`config.mk`:
```
export PLATFORM = sky130hd
export DESIGN_NAME = icache_param
export DESIGN_NICKNAME = d
export VERILOG_FILES = /design/src/rtl/icache_param_pkg.sv /design/src/rtl/icache_param.sv
export SDC_FILE = /design/constraint.sdc
export NUM_CORES = 2
export LEC_CHECK = 0
export BUFFER_PORTS_ARGS = -buffer_cell sky130_fd_sc_hd__buf_2
export CAP_MARGIN = 20
export CORE_ASPECT_RATIO = 1.25
export CORE_MARGIN = 5
export CORE_UTILIZATION = 60
export DETAILED_ROUTE_END_ITERATION = 8
export PLACE_DENSITY = 0.82
export SLEW_MARGIN = 20
export SYNTH_ARGS = -nofsm -noshare
export SYNTH_HDL_FRONTEND = slang
export SYNTH_SLANG_ARGS = --single-unit
export TNS_END_PERCENT = 50
```
`constraint.sdc`:
```
create_clock -name CLK -period 27.7 [get_ports CLK]
set_input_delay 8.31 -clock CLK [delete_from_list [all_inputs] [get_ports CLK]]
set_output_delay 8.31 -clock CLK [all_outputs]
set_load 0.03 [all_outputs]
```
`src/rtl/icache_param_pkg.sv`:
```
// Shared types for the instruction cache: word type, controller states and
// the line-address layout for the default geometry.
package icache_param_pkg;

   typedef logic [31:0] word_t;

   localparam int ICACHE_NSETS    = 16;
   localparam int ICACHE_BLKWORDS = 2;
   localparam int ICACHE_WOFF     = (ICACHE_BLKWORDS > 1) ? $clog2(ICACHE_BLKWORDS) : 1;
   localparam int ICACHE_IDX      = $clog2(ICACHE_NSETS);
   localparam int ICACHE_TAGW     = 30 - ICACHE_WOFF - ICACHE_IDX;

   typedef enum logic {
      IC_IDLE = 1'b0,
      IC_FILL = 1'b1
   } icache_state_t;

   typedef struct packed {
      logic [ICACHE_TAGW-1:0] tag;
      logic [ICACHE_IDX-1:0]  idx;
      logic [ICACHE_WOFF-1:0] woff;
      logic [1:0]             boff;
   } icache_laddr_t;

endpackage

```
`src/rtl/icache_param.sv`:
```
// Direct-mapped instruction cache: same-cycle hits, multi-word block fill on
// miss, whole-cache invalidate and saturating hit/miss counters.
module icache_param
   import icache_param_pkg::*;
#(
   parameter int NSETS    = ICACHE_NSETS,
   parameter int BLKWORDS = ICACHE_BLKWORDS,
   parameter int CNTW     = 32
) (
   input  logic            CLK,
   input  logic            RST,
   input  logic            imemREN,
   input  logic [31:0]     imemaddr,
   output logic            ihit,
   output logic [31:0]     imemload,
   input  logic            inval,
   output logic            iREN,
   output logic [31:0]     iaddr,
   input  logic            iwait,
   input  logic [31:0]     iload,
   output logic [CNTW-1:0] hit_count,
   output logic [CNTW-1:0] miss_count
);

   localparam int WOFF = $clog2(BLKWORDS);
   localparam int IDXW = $clog2(NSETS);
   localparam int TAGW = 30 - WOFF - IDXW;
   // keep the word counter at least one bit wide for single-word lines
   localparam int WCW  = (WOFF > 0) ? WOFF : 1;

   icache_state_t                          r_state;
   logic [NSETS-1:0]                       r_valid;
   logic [NSETS-1:0][TAGW-1:0]             r_tags;
   logic [NSETS-1:0][BLKWORDS-1:0][31:0]   r_data;
   logic [TAGW-1:0]                        r_ftag;
   logic [IDXW-1:0]                        r_fidx;
   logic [WCW-1:0]                         r_wcnt;
   logic [CNTW-1:0]                        r_hit_cnt;
   logic [CNTW-1:0]                        r_miss_cnt;

   word_t           w_wa;
   logic [TAGW-1:0] w_tag;
   logic [IDXW-1:0] w_idx;
   logic [WCW-1:0]  w_woff;
   logic            w_hit;
   logic            w_last;
   word_t           w_faddr;
   logic            w_unused;

   assign w_unused = ^imemaddr[1:0];
   assign w_wa     = {2'b00, imemaddr[31:2]};
   assign w_woff   = WCW'(w_wa & 32'(BLKWORDS-1));
   assign w_idx    = IDXW'(w_wa >> WOFF);
   assign w_tag    = TAGW'(w_wa >> (WOFF + IDXW));

   assign w_hit    = (r_state == IC_IDLE) & imemREN & r_valid[w_idx] & (r_tags[w_idx] == w_tag);
   assign w_last   = (r_wcnt == WCW'(BLKWORDS-1));
   assign w_faddr  = (32'(r_ftag) << (IDXW + WOFF + 2)) | (32'(r_fidx) << (WOFF + 2)) | (32'(r_wcnt) << 2);

   assign ihit       = w_hit & ~inval;
   assign imemload   = r_data[w_idx][w_woff];
   assign iREN       = (r_state == IC_FILL);
   assign iaddr      = (r_state == IC_FILL) ? w_faddr : '0;
   assign hit_count  = r_hit_cnt;
   assign miss_count = r_miss_cnt;

   always_ff @(posedge CLK or posedge RST) begin
      if (RST) begin
         r_state    <= IC_IDLE;
         r_valid    <= '0;
         r_tags     <= '0;
         r_ftag     <= '0;
         r_fidx     <= '0;
         r_wcnt     <= '0;
         r_hit_cnt  <= '0;
         r_miss_cnt <= '0;
      end else if (inval) begin
         // abort any fill; the partially written line stays invalid
         r_valid <= '0;
         r_state <= IC_IDLE;
         r_wcnt  <= '0;
      end else begin
         case (r_state)
            IC_IDLE: begin
               if (w_hit) begin
                  if (r_hit_cnt != '1) r_hit_cnt <= r_hit_cnt + CNTW'(1);
               end else if (imemREN) begin
                  r_ftag  <= w_tag;
                  r_fidx  <= w_idx;
                  r_wcnt  <= '0;
                  r_state <= IC_FILL;
                  if (r_miss_cnt != '1) r_miss_cnt <= r_miss_cnt + CNTW'(1);
               end
            end
            IC_FILL: begin
               if (!iwait) begin
                  if (w_last) begin
                     r_tags[r_fidx]  <= r_ftag;
                     r_valid[r_fidx] <= 1'b1;
                     r_wcnt          <= '0;
                     r_state         <= IC_IDLE;
                  end else begin
                     r_wcnt <= r_wcnt + WCW'(1);
                  end
               end
            end
            default: r_state <= IC_IDLE;
         endcase
      end
   end

   // data array has no reset: contents are only read behind a valid bit
   always_ff @(posedge CLK) begin
      if (r_state == IC_FILL && !iwait && !inval)
         r_data[r_fidx][r_wcnt] <= iload;
   end

endmodule

```
# Word level (Yosys, flattened, before mapping)
# Cells that the tools add are included.
# W data, S select, Z words.
# word_totals
out_inout_bits	130
wordCells	131
input_bits	69
reg_bits	1535
# classes
eq_ne	7
add_sub_neg	3
bitwise_logic	11
reduce_logical	14
order_cmp	6
n_mux	35
# op_table
op	count
$bwmux W1024	1
$bwmux W400	1
$bmux W64 S4	1
$demux W64 S4	1
$mux W32	4
$mux W64	2
$bmux W25 S4	1
$demux W25 S4	1
$add A32 B1 Y32 const B	2
$mux W16	4
$ne A32 B32 Y1 const B	2
$mux W25	2
$demux W32 S1	1
$or A32 B3 Y32	1
$or A32 B7 Y32	1
$eq A25 B25 Y1	1
$or A16 B16 Y16	1
$mux W1	12
$reduce_and A4 Y1	3
$lt A4 B5 Y1 const B	2
$ne A3 B3 Y1 const B	3
$reduce_and A3 Y1	2
$reduce_and A5 Y1	1
$and A1 B1 Y1	4
other kinds (12)	22

# Logic depth before layout (Yosys ltp)
# depth
depth_word	9
ltp_mapped	16
depth_no_buf	9

# Least setup slack after synthesis
# OpenSTA, ideal clock, no wires.
# synth_path
path_kind	input to output
from	input port imemaddr[4]
to	output port imemload[13]
cell_stages	10
arrival_time_ns	11.237
path_buffers	7
setup_slack_ns	8.153
required_time_ns	19.390
path_cell_list	buf_2 buf_4 buf_2 buf_2 clkbuf_1 clkbuf_1 clkbuf_1 mux4_2 mux4_2 mux2_2
# synth_via
elab_chain_len	4
# synth_rtl
element	line_no	rtl
from (decl)	icache_param.sv:13	input logic [31:0] imemaddr,
$bmux W64 S4	icache_param.sv:61	assign imemload = r_data[w_idx][w_woff];
$mux W64 (implied by the code)	icache_param.sv:61	
$mux W32 (implied by the code) (2 in a row)	icache_param.sv:61	
to (decl)	icache_param.sv:15	output logic [31:0] imemload,
# Every way passes these cells. The select of a mux whose other input is x is not followed.

# Worst setup path in the final report
# layout_path
from	input port imemaddr[4]
to	output port ihit
# layout_via
elab_chain_len	5
word_cells_on_any_way	8
cone_classes	1 x eq/ne; 4 x mux; 3 x bitwise
# layout_rtl
element	line_no	rtl
$bmux W25 S4 / $bmux W1 S4 (equally long branches)	icache_param.sv:56	assign w_hit = (r_state == IC_IDLE) & imemREN & r_valid[w_idx] & (r_tags[w_idx] == w_tag);
$mux W25 (implied by the code) / $mux W1 (equally long branches)	icache_param.sv:56	
$eq A25 B25 Y1 / $and A1 B1 Y1 (equally long branches)	icache_param.sv:56	
$and A1 B1 Y1 *	icache_param.sv:56	
$and A1 B1 Y1 *	icache_param.sv:60	assign ihit = w_hit & ~inval;
to (decl)	icache_param.sv:14	output logic ihit,
# Every way passes the cells marked *; elsewhere a longest branch is shown, timed or not. The select of a mux whose other input is x is not followed.

==> qor.csv <==
stage,metric,value,unit
grt,vias in the first global route,36870,
detailed_routing,First DRT Iteration DRCs,4252,
sta,final worst-path cycle share,0.7641,
sta,Fin Setup TNS,0,ns
clock_network,CTS buffer count,146,
grt,initial antenna violation count,13,
clock_network,"Hold-fix buffers, CTS",0,
clock_network,number of gates resized after CTS,0,
grt,gr ovfl total,0,
sta,Final Setup Violations,0,
detailed_routing,post-DR wirelength/cell,30.58,um
yosys,Synth cell types,67,
worst_setup_path,Setup crit end kind,output port,
grt,first-pass GRT wire length,241000,um
cells_and_area,Post-layout nets,3855,
yosys,sequential cell area fraction in the yosys report,0.6881,
floorplanning,num rows,133,
clock_network,clock root cell,clkbuf_16,
sta,maximum clock frequency,47.25,MHz
yosys,Synth Area per Inst,17.48,um2
worst_setup_path,Critical Path RT,19.39,ns
detailed_routing,First-pass DRT Iterations,5,
yosys,ys async rst share,0.3329,
sta,skew final,0.04297,ns
sta,Final Hold Fails,0,
place,routability cong.,0.8205,
yosys,Post-synth EDFFs,1024,
sta,Slew @ Worst Pin,1.219,ns
floorplanning,IO Pins,199,
yosys,Post-Syn Instances,3620,
place,placed inst area,0.06570,mm2
floorplanning,Core Footprint,0.1050,mm2
sta,RSZ-0062 raised after global routing,no,
yosys,"flops & latches, synth",1535,
worst_setup_path,CP arrival,12.86,ns
cells_and_area,Finished Core Util,0.6698,
worst_setup_path,CP startpoint kind,input pin,
worst_hold_path,worst hold-check path type,reg2reg,
clock_network,CTS tree,done,
outcome,outcome,"complete, no violations",
place,DP Wirelength,82260,um
detailed_routing,drt drc,0,
pwr,maximum vdd drop,0.06778,mV
cells_and_area,Area Growth Syn to Fin,11.17,%
yosys,Main synth FF type,edfxtp_1,
clock_network,clock latency on the worst-skew pair,0.76,ns
floorplanning,die area,0.1121,mm2
floorplanning,Die Span Y,373.1,um
clock_network,clk buf depth,3,
clock_network,Clock Sinks,1535,
sta,slew margin rel.,0.1872,
floorplanning,die width,300.5,um
sta,Slew Limit Fails,0,
pwr,pwr dens,68.09,mW/mm2
detailed_routing,routed vias/inst,6.572,
clock_network,Post-CTS Setup Bufs,0,
cells_and_area,Fill cells,6610,
grt,All-Layer GR Usage,0.2933,
clock_network,CTS H-tree depth,4,
detailed_routing,number of vias in the routed layout,35010,
clock_network,clock-pin slew on the worst setup and hold paths,0.06,ns
detailed_routing,final WL,162900,um
cells_and_area,ratio of cells with drive above 1 in the final layout,0.3128,
grt,largest net degree at the start of global routing,188,
detailed_routing,"antenna viol nets, final",0,
sta,Final Critical Period,21.17,ns
place,port bufs,194,
worst_setup_path,Worst Path Max Fanout,137,
floorplanning,Initial Utilization,0.6026,
worst_setup_path,Setup CP Type,in2out,
worst_setup_path,flop2flop setup slack,23.27,ns
pwr,leakage,26.93,nW
run,max_cap viols,0,
yosys,synthesized area,0.06327,mm2
cells_and_area,design area,0.07034,mm2
yosys,Syn. warnings,0,
stage by stage:
step | total power [mW] | setup slack, ns | std cells | hold slack (ns)
global placement | 2.892 | 6.562 | 5052 | 0.4543
global route | 4.941 | 6.313 | 5325 | 0.4922
finish | 4.789 | 6.534 | 5327 | 0.4723
detailed placement | 2.903 | 6.509 | 5052 | 0.4584
CTS | 4.812 | 6.483 | 5319 | 0.4731
floorplan | 2.792 | 5.119 | 3621 | 0.4404
power by group:
group          switching (mW)  internal [mW]  total (mW)
sequential             0.0605           2.49        2.55
clock                   0.870           1.06        1.93
combinational           0.191          0.122       0.313
total                    1.12           3.67        4.79
worst max-delay path: stages:
cell	delay [ns]
buf_8	0.31
buf_4	0.69
buf_12	0.64
mux4_2	0.61
mux2i_1	0.29
xnor2_1	0.23
o21ai_0	0.18
o21ai_0	0.26
or4_1	0.55
nor3_1	0.35
buf_2	0.29
cells by family (layout without fill, tap and decap cells):
logic type | count (synthesis) | count (layout) | share of synthesized area
muxes | 774 | 774 | 0.2080
DFF | 1535 | 1535 | 0.6881
buffers and inverters | 267 | 549 | 0.01883
AOI/OAI and AO/OA | 79 | 79 | 0.009176
xor gates and xnor gates | 87 | 87 | 0.01204
and+or+nand+nor | 875 | 875 | 0.06340
adders and majority gates | 2 | 2 | 0.0003954
other | 1 | 9 | 0.00005927
layout by cell type, fill, tap and decap left out, types with 51 or more instances in the layout:
cell	instances
nand2_1	574
clkbuf_16	147
edfxtp_1	1024
buf_2	191
xnor2_1	51
mux2_2	294
mux2i_1	75
mux4_2	403
dfrtp_1	511
buf_4	58
flip-flops by register name, indices dropped and copies added (netlist names):
register and count:
iREN 1, r_data 1024, r_wcnt 1, miss_count 32
hit_count 32, r_ftag 25, r_tags 400, r_valid 16
r_fidx 4
per-layer routing:
layer | vias to the layer above | GRT usage | part of all wire
li1 | 14190 | - | -
met1 | 18230 | 0.3744 | 0.35
met2 | 2093 | 0.4904 | 0.51
met3 | 490 | 0.05576 | 0.086
met4 | 6 | 0.1418 | 0.052
met5 | - | 0 | 0.00027
cell usage after synthesis, drive strengths merged (36+ instances only):
master | number | share of area
xor2 | 36 | 0.0050
clkbuf | 154 | 0.0091
nor2 | 62 | 0.0037
buf | 89 | 0.0083
mux2i | 75 | 0.012
nand2 | 575 | 0.034
mux4 | 403 | 0.14
and2 | 38 | 0.0038
mux2 | 296 | 0.053
xnor2 | 51 | 0.0071
dfrtp | 511 | 0.20
edfxtp | 1024 | 0.49
cell type report:
| type | count | area (um2) | area share |
|---|---|---|---|
| Antenna cell | 7 | 17.52 | 0.0002490 |
| Tap cell | 1417 | 1773 | 0.02521 |
| Sequential cell | 1535 | 43540 | 0.6190 |
| Inverter | 24 | 111.4 | 0.001583 |
| Timing Repair Buffer | 258 | 1555 | 0.02211 |
| Clock inverter | 76 | 610.6 | 0.008681 |
| Clock buffer | 191 | 3974 | 0.05650 |
| Multi-Input combinational cell | 1819 | 18760 | 0.2667 |
final timing paths:
path                        startpoint            end  depth (start not counted)
setup / recovery           imemaddr[4]           ihit                         11
hold / removal             r_tags[260]    r_tags[260]                          2
setup reg to reg           r_tags[195]      r_ftag[6]                         10
hold reg to reg            r_tags[260]    r_tags[260]                          2
max in group asynchronous          RST    r_tags[131]                          5
min in group asynchronous          RST  hit_count[21]                          2
(Power assumes the default switching activity.)
